`config.mk`:
```
export PLATFORM = sky130hd
export DESIGN_NAME = bram_rd_stream
export DESIGN_NICKNAME = d
export VERILOG_FILES = /design/src/rtl/bram_pkg.sv /design/src/rtl/rd_skid_fifo.sv /design/src/rtl/bram_rd_stream.sv
export SDC_FILE = /design/constraint.sdc
export NUM_CORES = 1
export LEC_CHECK = 0
export ABC_CLOCK_PERIOD_IN_PS = 2700
export BUFFER_PORTS_ARGS = -buffer_cell sky130_fd_sc_hd__buf_4
export CAP_MARGIN = 20
export CORE_MARGIN = 2
export CORE_UTILIZATION = 35
export CTS_CLUSTER_DIAMETER = 40
export CTS_CLUSTER_SIZE = 16
export DETAILED_ROUTE_END_ITERATION = 16
export GPL_ROUTABILITY_DRIVEN = 0
export MAX_ROUTING_LAYER = met4
export SYNTH_ARGS = -nofsm -noshare
export SYNTH_HDL_FRONTEND = slang
export SYNTH_SLANG_ARGS = --single-unit
export TNS_END_PERCENT = 5
```
`constraint.sdc`:
```
create_clock -name clk -period 2.7 [get_ports clk]
set_input_delay 0.27 -clock clk [delete_from_list [all_inputs] [get_ports clk]]
set_output_delay 0.27 -clock clk [all_outputs]
set_load 0.005 [all_outputs]
```
`src/rtl/bram_pkg.sv`:
```
// Shared types for the bramsd read-side streaming logic: RAM read latency,
// streamer FSM states and the in-flight read tag.
package bram_pkg;

    localparam int BRAMSD_RD_LAT = 2;

    typedef enum logic [1:0] {
        IDLE  = 2'd0,
        RUN   = 2'd1,
        DRAIN = 2'd2,
        FIN   = 2'd3
    } rd_state_t;

    typedef struct packed {
        logic valid;
        logic last;
    } rd_tag_t;

endpackage

```
`src/rtl/rd_skid_fifo.sv`:
```
// Count-based circular buffer holding {last, data} beats between the RAM read
// pipeline and the output stream. Head is read straight from registered storage.
module rd_skid_fifo #(
    parameter int DEPTH = 4,
    parameter int W     = 9,
    localparam int CW   = $clog2(DEPTH + 1),
    localparam int AW   = (DEPTH > 1) ? $clog2(DEPTH) : 1
) (
    input  logic          clk,
    input  logic          aclr,
    input  logic          push,
    input  logic [W-1:0]  push_data,
    input  logic          pop,
    output logic [W-1:0]  head,
    output logic [CW-1:0] count,
    output logic          empty
);

    logic [W-1:0]  mem [DEPTH];
    logic [AW-1:0] wr_ptr;
    logic [AW-1:0] rd_ptr;

    function automatic logic [AW-1:0] ptr_inc(input logic [AW-1:0] p);
        return (p == AW'(DEPTH - 1)) ? '0 : p + AW'(1);
    endfunction

    assign head  = mem[rd_ptr];
    assign empty = (count == '0);

    // Push and pop in the same cycle leave count unchanged, even at full/empty.
    always_ff @(posedge clk or posedge aclr) begin
        if (aclr) begin
            wr_ptr <= '0;
            rd_ptr <= '0;
            count  <= '0;
            for (int i = 0; i < DEPTH; i++) begin
                mem[i] <= '0;
            end
        end else begin
            if (push) begin
                mem[wr_ptr] <= push_data;
                wr_ptr      <= ptr_inc(wr_ptr);
            end
            if (pop) begin
                rd_ptr <= ptr_inc(rd_ptr);
            end
            case ({push, pop})
                2'b10:   count <= count + CW'(1);
                2'b01:   count <= count - CW'(1);
                default: count <= count;
            endcase
        end
    end

endmodule

```
`src/rtl/bram_rd_stream.sv`:
```
// Streams len consecutive words from a bramsd read port starting at base, hiding
// the RAM read latency and consumer backpressure behind a credit-limited FIFO.
module bram_rd_stream
    import bram_pkg::*;
#(
    parameter int ADDR_  = 8,
    parameter int DATA_  = 8,
    parameter int RD_LAT = BRAMSD_RD_LAT,
    parameter int DEPTH  = 4
) (
    input  logic             clk,
    input  logic             aclr,
    input  logic             start,
    input  logic [ADDR_-1:0] base,
    input  logic [ADDR_:0]   len,
    output logic             busy,
    output logic             done,
    output logic [ADDR_-1:0] raddr,
    input  logic [DATA_-1:0] rdata,
    output logic             m_valid,
    input  logic             m_ready,
    output logic [DATA_-1:0] m_data,
    output logic             m_last,
    output logic [1:0]       dbg_state
);

    localparam int CW = $clog2(DEPTH + 1);

    rd_state_t        state;
    logic [ADDR_:0]   remaining;
    logic [CW-1:0]    inflight;
    logic [CW-1:0]    fifo_count;
    logic [CW:0]      credit_used;
    logic             issue;
    logic             last_issue;
    logic             fifo_empty;
    logic             push;
    logic             pop;
    logic [DATA_:0]   fifo_head;
    rd_tag_t          tag_pipe [RD_LAT];

    // A read is only issued when a FIFO slot is guaranteed for its data.
    assign credit_used = {1'b0, inflight} + {1'b0, fifo_count};
    assign issue       = (state == RUN) && (credit_used < (CW+1)'(DEPTH));
    assign last_issue  = issue && (remaining == (ADDR_+1)'(1));

    assign push      = tag_pipe[RD_LAT-1].valid;
    assign pop       = m_valid && m_ready;
    assign m_valid   = !fifo_empty;
    assign m_data    = fifo_head[DATA_-1:0];
    assign m_last    = fifo_head[DATA_];
    assign dbg_state = state;

    always_ff @(posedge clk or posedge aclr) begin
        if (aclr) begin
            state     <= IDLE;
            busy      <= 1'b0;
            done      <= 1'b0;
            raddr     <= '0;
            remaining <= '0;
        end else begin
            case (state)
                IDLE: begin
                    done <= 1'b0;
                    if (start) begin
                        raddr     <= base;
                        remaining <= len;
                        busy      <= 1'b1;
                        if (len != '0) begin
                            state <= RUN;
                        end else begin
                            state <= FIN;
                            done  <= 1'b1;
                        end
                    end
                end
                RUN: begin
                    if (issue) begin
                        raddr     <= raddr + ADDR_'(1);
                        remaining <= remaining - (ADDR_+1)'(1);
                        if (last_issue) begin
                            state <= DRAIN;
                        end
                    end
                end
                DRAIN: begin
                    if (pop && m_last) begin
                        state <= FIN;
                        done  <= 1'b1;
                    end
                end
                FIN: begin
                    state <= IDLE;
                    busy  <= 1'b0;
                    done  <= 1'b0;
                end
                default: state <= IDLE;
            endcase
        end
    end

    // Tags travel alongside the RAM pipeline so rdata is pushed exactly when valid.
    always_ff @(posedge clk or posedge aclr) begin
        if (aclr) begin
            inflight <= '0;
            for (int i = 0; i < RD_LAT; i++) begin
                tag_pipe[i] <= '{valid: 1'b0, last: 1'b0};
            end
        end else begin
            tag_pipe[0] <= '{valid: issue, last: last_issue};
            for (int i = 1; i < RD_LAT; i++) begin
                tag_pipe[i] <= tag_pipe[i-1];
            end
            case ({issue, push})
                2'b10:   inflight <= inflight + CW'(1);
                2'b01:   inflight <= inflight - CW'(1);
                default: inflight <= inflight;
            endcase
        end
    end

    rd_skid_fifo #(
        .DEPTH (DEPTH),
        .W     (DATA_ + 1)
    ) u_fifo (
        .clk       (clk),
        .aclr      (aclr),
        .push      (push),
        .push_data ({tag_pipe[RD_LAT-1].last, rdata}),
        .pop       (pop),
        .head      (fifo_head),
        .count     (fifo_count),
        .empty     (fifo_empty)
    );

endmodule

```
== Yosys cells after proc, flatten, opt, wreduce, memory -nomap -nowiden ==
Cells that the tools add are included.

* Output and inout bits: 22
* Bits in writable memories: 0
* Bits in latches: 0
* Bits in read-only memories: 0
* Flip-flop bits (word level): 71
* Memories kept: 0
* Bits of input ports: 29

* Multiply operators: 0
* Shift-type cells: 0
* $lt $le $gt $ge: 4
* Equal/unequal tests: 14
* Mux-type cells: 28
* Reductions and logical operators: 18
* Divide/modulo/power cells: 0
* Bitwise operators: 2
* Add/subtract/negate cells: 9

{| class="wikitable"
|+ Operator list
! kind !! number
|-
| two-way mux 9 bit || 5
|-
| bitwise mux 36 bit || 1
|-
| binary-select mux 9 bit (select 2 bit) || 1
|-
| demux 9 bit (select 2 bit) || 1
|-
| case mux 9 bit (2 select lines) || 1
|-
| two-way mux 8 bit || 2
|-
| case mux 8 bit (2 select lines) || 1
|-
| two-way mux 2 bit || 7
|-
| == test 2 bit, second input constant || 6
|-
| case mux 3 bit (2 select lines) || 2
|-
| == test 9 x 1 -> 1 bit, second input constant || 1
|-
| nonzero test 9 bit || 1
|-
| subtractor 9 x 1 -> 9 bit, second input constant || 1
|-
| adder 8 x 1 -> 8 bit, second input constant || 1
|-
| != test 2 bit, second input constant || 4
|-
| case mux 2 bit (4 select lines) || 1
|-
| nonzero test 2 bit || 4
|-
| adder 3 x 1 -> 3 bit, second input constant || 2
|-
| == test 2 x 1 -> 1 bit, second input constant || 3
|-
| greater-or-equal comparator 3 bit, second input constant || 2
|-
| inverter 2 -> 3 bit || 2
|-
| subtractor 3 x 1 -> 3 bit, second input constant || 2
|-
| logical AND 1 bit || 5
|-
| adder 2 x 1 -> 2 bit, second input constant || 2
|-
| other kinds (13) || 17
|}

== Longest topological paths before layout ==
* Depth in word-level cells: 7
* Depth in mapped cells: 11

== Cells and area by module ==
From an unflattened synthesis, not the netlist that was laid out.

* Cells, all modules: 308
* Area total of the unflattened synthesis: 3688.5 µm²

{| class="wikitable"
|+ Modules (own cells, without submodules)
! module !! cells each !! area an instance (µm²) !! instances !! seq. area each (µm²)
|-
| rd_skid_fifo || 122 || 1955.6 || 1 || 1076.0
|-
| bram_rd_stream || 186 || 1732.9 || 1 || 700.7
|}

== Worst setup path before layout ==
OpenSTA, ideal clock, no wires.

* Path kind: register to register
* Start: register state[1], in the netlist dbg_state[1]
* End: register inflight[2]
* Path slack: 0.463 ns
* Cell stages (with the launch flop): 12
* Arrival: 2.112 ns
* Cells stage by stage: dfrtp_1 -> inv_1 -> ha_1 -> clkbuf_1 -> clkbuf_1 -> nand2_1 -> ha_1 -> inv_1 -> fa_1 -> xor2_1 -> nor2_1 -> xor2_1

* Word-level cells in the longest chain between the ends: 4
* Elaborated cells on any way between the ends: 6

{| class="wikitable"
|+ Ends and longest elaborated chain
! what !! line !! text
|-
| start, declared || bram_rd_stream.sv:29 || <nowiki>rd_state_t state;</nowiki>
|-
| start signal, assigned || bram_rd_stream.sv:56 || <nowiki>state <= IDLE;</nowiki>
|-
| start signal, assigned || bram_rd_stream.sv:70 || <nowiki>state <= RUN;</nowiki>
|-
| start signal, assigned || bram_rd_stream.sv:72 || <nowiki>state <= FIN;</nowiki>
|-
| == test 2 x 1 -> 1 bit (*) || bram_rd_stream.sv:44 || <nowiki>assign issue = (state == RUN) && (credit_used < (CW+1)'(DEPTH));</nowiki>
|-
| logical AND 1 bit (*) || bram_rd_stream.sv:44 ||
|-
| == test 2 x 1 -> 1 bit or == test 2 bit (tied branches) || bram_rd_stream.sv:114 || <nowiki>case ({issue, push})</nowiki>
|-
| case mux 3 bit (2 select lines) or nonzero test 2 bit (tied branches) || n/a ||
|-
| end signal, assigned || bram_rd_stream.sv:115 || <nowiki>2'b10: inflight <= inflight + CW'(1);</nowiki>
|-
| end signal, assigned || bram_rd_stream.sv:116 || <nowiki>2'b01: inflight <= inflight - CW'(1);</nowiki>
|-
| end signal, assigned || bram_rd_stream.sv:117 || <nowiki>default: inflight <= inflight;</nowiki>
|-
| end, declared || bram_rd_stream.sv:31 || <nowiki>logic [CW-1:0] inflight;</nowiki>
|}

Every way passes the cells marked *; elsewhere a longest branch is shown, timed or not.
A chain may end at the register's enable or synchronous reset.

== Worst setup path after layout ==
* Start: register u_fifo.count[1]
* End: register inflight[2]

* Word-level cells in the longest chain between the ends: 5
* Elaborated cells on any way between the ends: 7

{| class="wikitable"
|+ Ends and longest elaborated chain
! what !! line !! text
|-
| start, declared || rd_skid_fifo.sv:15 || <nowiki>output logic [CW-1:0] count,</nowiki>
|-
| start signal, assigned || rd_skid_fifo.sv:48 || <nowiki>2'b10: count <= count + CW'(1);</nowiki>
|-
| start signal, assigned || rd_skid_fifo.sv:49 || <nowiki>2'b01: count <= count - CW'(1);</nowiki>
|-
| start signal, assigned || rd_skid_fifo.sv:50 || <nowiki>default: count <= count;</nowiki>
|-
| adder 3 x 3 -> 4 bit (*) || bram_rd_stream.sv:43 || <nowiki>assign credit_used = {1'b0, inflight} + {1'b0, fifo_count};</nowiki>
|-
| less-than comparator 4 x 3 -> 1 bit (*) || bram_rd_stream.sv:44 ||
|-
| logical AND 1 bit (*) || bram_rd_stream.sv:44 ||
|-
| == test 2 x 1 -> 1 bit or == test 2 bit (tied branches) || bram_rd_stream.sv:114 ||
|-
| case mux 3 bit (2 select lines) or nonzero test 2 bit (tied branches) || n/a ||
|}

Marked as above.

==> metrics.txt <==
# TYPE chip_impl_metric gauge
chip_impl_metric{name="critical_path_peak_fanout",unit=""} 3
chip_impl_info{name="final_cell_mix",value="dfrtp_1, buf_4, mux2_2"} 1
chip_impl_metric{name="hold_viol",unit=""} 0
chip_impl_metric{name="synth.yosys.warnings",unit=""} 0
chip_impl_metric{name="cts_max_level",unit=""} 3
chip_impl_metric{name="post-route-period-util",unit="%"} 78.8
chip_impl_metric{name="post_cts_resized",unit=""} 0
chip_impl_info{name="startpoint_type",value="flip-flop"} 1
chip_impl_info{name="synth_top_family_by_area",value="multiplexers"} 1
chip_impl_metric{name="cts.hold.buffers_added",unit=""} 1
chip_impl_metric{name="synth_seq_area_share",unit="%"} 50.0
chip_impl_metric{name="slew_viol_final",unit=""} 0
chip_impl_metric{name="numPortBuffers",unit=""} 50
chip_impl_metric{name="start_util",unit="%"} 36.2
chip_impl_metric{name="number_of_flops_mapped_to_enable_cells_by_yosys",unit=""} 0
chip_impl_metric{name="clkSlewWorstSetupHoldPaths",unit="ns"} 0.08
chip_impl_info{name="min-delay-path-class",value="primary input to flip-flop"} 1
chip_impl_metric{name="die_y",unit="um"} 105
chip_impl_metric{name="peakVddDrop",unit="mV"} 0.452
chip_impl_metric{name="grt-ovfl-total",unit=""} 0
chip_impl_metric{name="cts_sink_cnt",unit=""} 71
chip_impl_metric{name="post_synth_inst_count",unit=""} 298
chip_impl_info{name="result_of_the_run",value="finished, final reports clean"} 1
chip_impl_metric{name="core.rowCount",unit=""} 36
chip_impl_metric{name="finalWirelength",unit="um"} 7440
chip_impl_info{name="tritoncts",value="done"} 1
chip_impl_metric{name="antenna_violating_nets_post_route",unit=""} 0
chip_impl_metric{name="core_region_area",unit="mm2"} 0.00982
chip_impl_metric{name="synthAdderAreaFrac",unit="%"} 6.76
chip_impl_metric{name="drc",unit=""} 0
chip_impl_metric{name="die_x",unit="um"} 105
chip_impl_metric{name="required",unit="ns"} 2.96
chip_impl_metric{name="synth_xor_xnor_area_share",unit="%"} 1.48
chip_impl_info{name="root_buffer",value="clkbuf_8"} 1
chip_impl_metric{name="cts_setup_buffers",unit=""} 0
chip_impl_metric{name="ys_ff_latch",unit=""} 71
chip_impl_metric{name="unique_masters_post_synth",unit=""} 39
chip_impl_info{name="ys_dominant_reg_cell",value="dfrtp_1"} 1
chip_impl_metric{name="max-cap-violations",unit=""} 0
chip_impl_metric{name="clock_skew",unit="ns"} 0.00591
chip_impl_metric{name="via_count",unit=""} 2497
chip_impl_metric{name="place.detailed.hpwl",unit="um"} 5330
chip_impl_metric{name="grt_pass1_vias",unit=""} 2551
chip_impl_metric{name="worstMarginPinSlew",unit="ns"} 0.581
chip_impl_metric{name="detailedRoute.firstIterationViolations",unit=""} 61
chip_impl_metric{name="numCtsBuffers",unit=""} 9
chip_impl_metric{name="netlist_area",unit="mm2"} 0.00355
chip_impl_metric{name="synth_compound_gate_area_share",unit="%"} 10.3
chip_impl_metric{name="max_frequency",unit="MHz"} 470
chip_impl_metric{name="global_route.usage.total",unit="%"} 15.0
chip_impl_metric{name="synth_mux_area_share",unit="%"} 20.0
chip_impl_metric{name="async_reset_ff_share",unit="%"} 100
chip_impl_metric{name="syn2layout_area_growth",unit="%"} 20.3
chip_impl_metric{name="synth_nets",unit=""} 345
chip_impl_metric{name="design.final.nets",unit=""} 401
chip_impl_metric{name="slew_headroom",unit="%"} 61.2
chip_impl_metric{name="final-setup-viol-count",unit=""} 0
chip_impl_metric{name="post_route_cells_drive_above_1_share",unit="%"} 33.5
chip_impl_metric{name="antenna-diode-count",unit=""} 0
chip_impl_metric{name="synth-simple-area-share",unit="%"} 8.38
chip_impl_metric{name="routed_wire_length_per_instance",unit="um"} 15.2
chip_impl_metric{name="fin_util",unit="%"} 43.5
chip_impl_metric{name="cts_buffer_depth",unit=""} 2
chip_impl_info{name="final_common_cell",value="dfrtp_1"} 1
chip_impl_metric{name="leakagePower",unit="uW"} 0.00190
chip_impl_metric{name="via_per_inst",unit=""} 5.09
chip_impl_info{name="crit_type",value="flip-flop to flip-flop"} 1
chip_impl_metric{name="finalSetupTns",unit="ns"} 0
chip_impl_metric{name="clk-insertion-delay-late",unit="ns"} 0.34
chip_impl_metric{name="drt_pre_antenna_iters",unit=""} 4
chip_impl_metric{name="dieArea",unit="mm2"} 0.0110
chip_impl_metric{name="final_period_minus_worst_setup_slack",unit="ns"} 2.13
chip_impl_metric{name="syn_area_per_cell",unit="um2"} 11.9
chip_impl_metric{name="worst_path_arrival",unit="ns"} 2.39
chip_impl_metric{name="number_of_antenna_violations_at_the_first_check_in_global_routing",unit=""} 0
chip_impl_metric{name="grt_max_degree",unit=""} 38
chip_impl_metric{name="grt_pass1_wl",unit="um"} 12600
chip_impl_info{name="rsz0062_at_grt",value="no"} 1
chip_impl_metric{name="power-per-cell-area",unit="mW/mm2"} 1220
chip_impl_metric{name="io-pin-count",unit=""} 51
chip_impl_info{name="timing.critical_path.to_type",value="flip-flop"} 1
[Yosys cell counts, types with 2 or more instances]
cell type / count / share of area (%)
o22ai_1: 4 / 0.70
inv_1: 17 / 1.8
nor3_1: 3 / 0.42
mux4_2: 9 / 5.7
a21oi_1: 13 / 1.8
a2bb2oi_1: 10 / 2.5
or4_1: 2 / 0.42
and2_1: 2 / 0.35
fa_1: 2 / 1.1
buf_2: 2 / 0.28
xnor2_1: 2 / 0.49
mux2i_1: 7 / 2.0
nand2_1: 20 / 2.1
nand4_1: 2 / 0.35
mux2_2: 38 / 12
nand3_1: 12 / 1.7
xor2_1: 4 / 0.99
o21a_1: 6 / 1.3
dfrtp_1: 71 / 50
ha_1: 16 / 5.6
o21ai_0: 18 / 2.5
or3_1: 2 / 0.35
clkbuf_1: 8 / 0.84
nor2_1: 13 / 1.4
[power by group]
group          leakage, uW  internal [uW]  switching (uW)
Clock            0.0000809            325             404
Combinational     0.000975           1360            1150
Sequential        0.000843           1570             393
Total              0.00190           3260            1950
[final timing paths]
kind                            startpoint              end  slack [ns]  cells after the start
max                        u_fifo.count[1]      inflight[2]        0.57                     10
min                               rdata[5]   u_fifo.mem[32]        0.18                      2
max reg2reg                u_fifo.count[1]      inflight[2]        0.57                     10
min reg2reg                    tag_pipe[3]             push        0.35                      0
max in group asynchronous             aclr   u_fifo.mem[13]        1.48                      4
min in group asynchronous             aclr  u_fifo.count[0]        0.55                      3
[critical path: stages, from the launching register on]
cell and delay, ns:
dfrtp_1 0.40, ha_1 0.28, nand3_1 0.09, and2_1 0.16
nand2_1 0.10, ha_1 0.19, inv_1 0.06, fa_1 0.37
xor2_1 0.15, nor2_1 0.11, xor2_1 0.15
[registers in the layout, summed over array words and instances (netlist names)]
| register | count |
|---|---|
| tag_pipe | 3 |
| push | 1 |
| u_fifo.count | 3 |
| dbg_state | 2 |
| u_fifo.mem | 36 |
| raddr | 8 |
| u_fifo.wr_ptr | 2 |
| u_fifo.rd_ptr | 2 |
| done | 1 |
| busy | 1 |
| inflight | 3 |
| remaining | 9 |
[area by class of cell]
class	count	area (um2)
clock buffers	9	124
clock inverters	6	38.8
fillers	937	5540
inverters	17	63.8
multi-input cells	199	1670
flip-flops and latches	71	1780
well taps	133	166
repair buffers	56	435
[cell families (layout without fill, tap and decap cells)]
family / after synthesis / count (layout)
DFF: 71 / 71
buffers and inverters: 28 / 88
adders and majority gates: 18 / 18
xor gates and xnor gates: 6 / 6
AOI/OAI and AO/OA: 58 / 58
muxes: 55 / 55
and+or+nand+nor: 62 / 62
[stage by stage]
stage	hold slack [ns]	area (um2)	setup WS (ns)	total power [uW]	std cells
after floorplan	0.331	3550	0.463	3710	298
after global placement	0.333	4100	0.628	4440	475
after detailed placement	0.335	4100	0.582	4540	475
after CTS	0.163	4280	0.566	5290	491
after global routing	0.165	4280	0.365	5680	491
final	0.185	4280	0.573	5210	491
[routing by layer]
layer	track usage [%]	part of all wire (%)	vias up
met5	-	0	-
met4	4.48	0.28	0
met3	4.05	4.0	4
met2	24.2	50	56
met1	18.6	46	1244
li1	-	-	1193
Note: power is estimated with default switching activity, not from simulation.
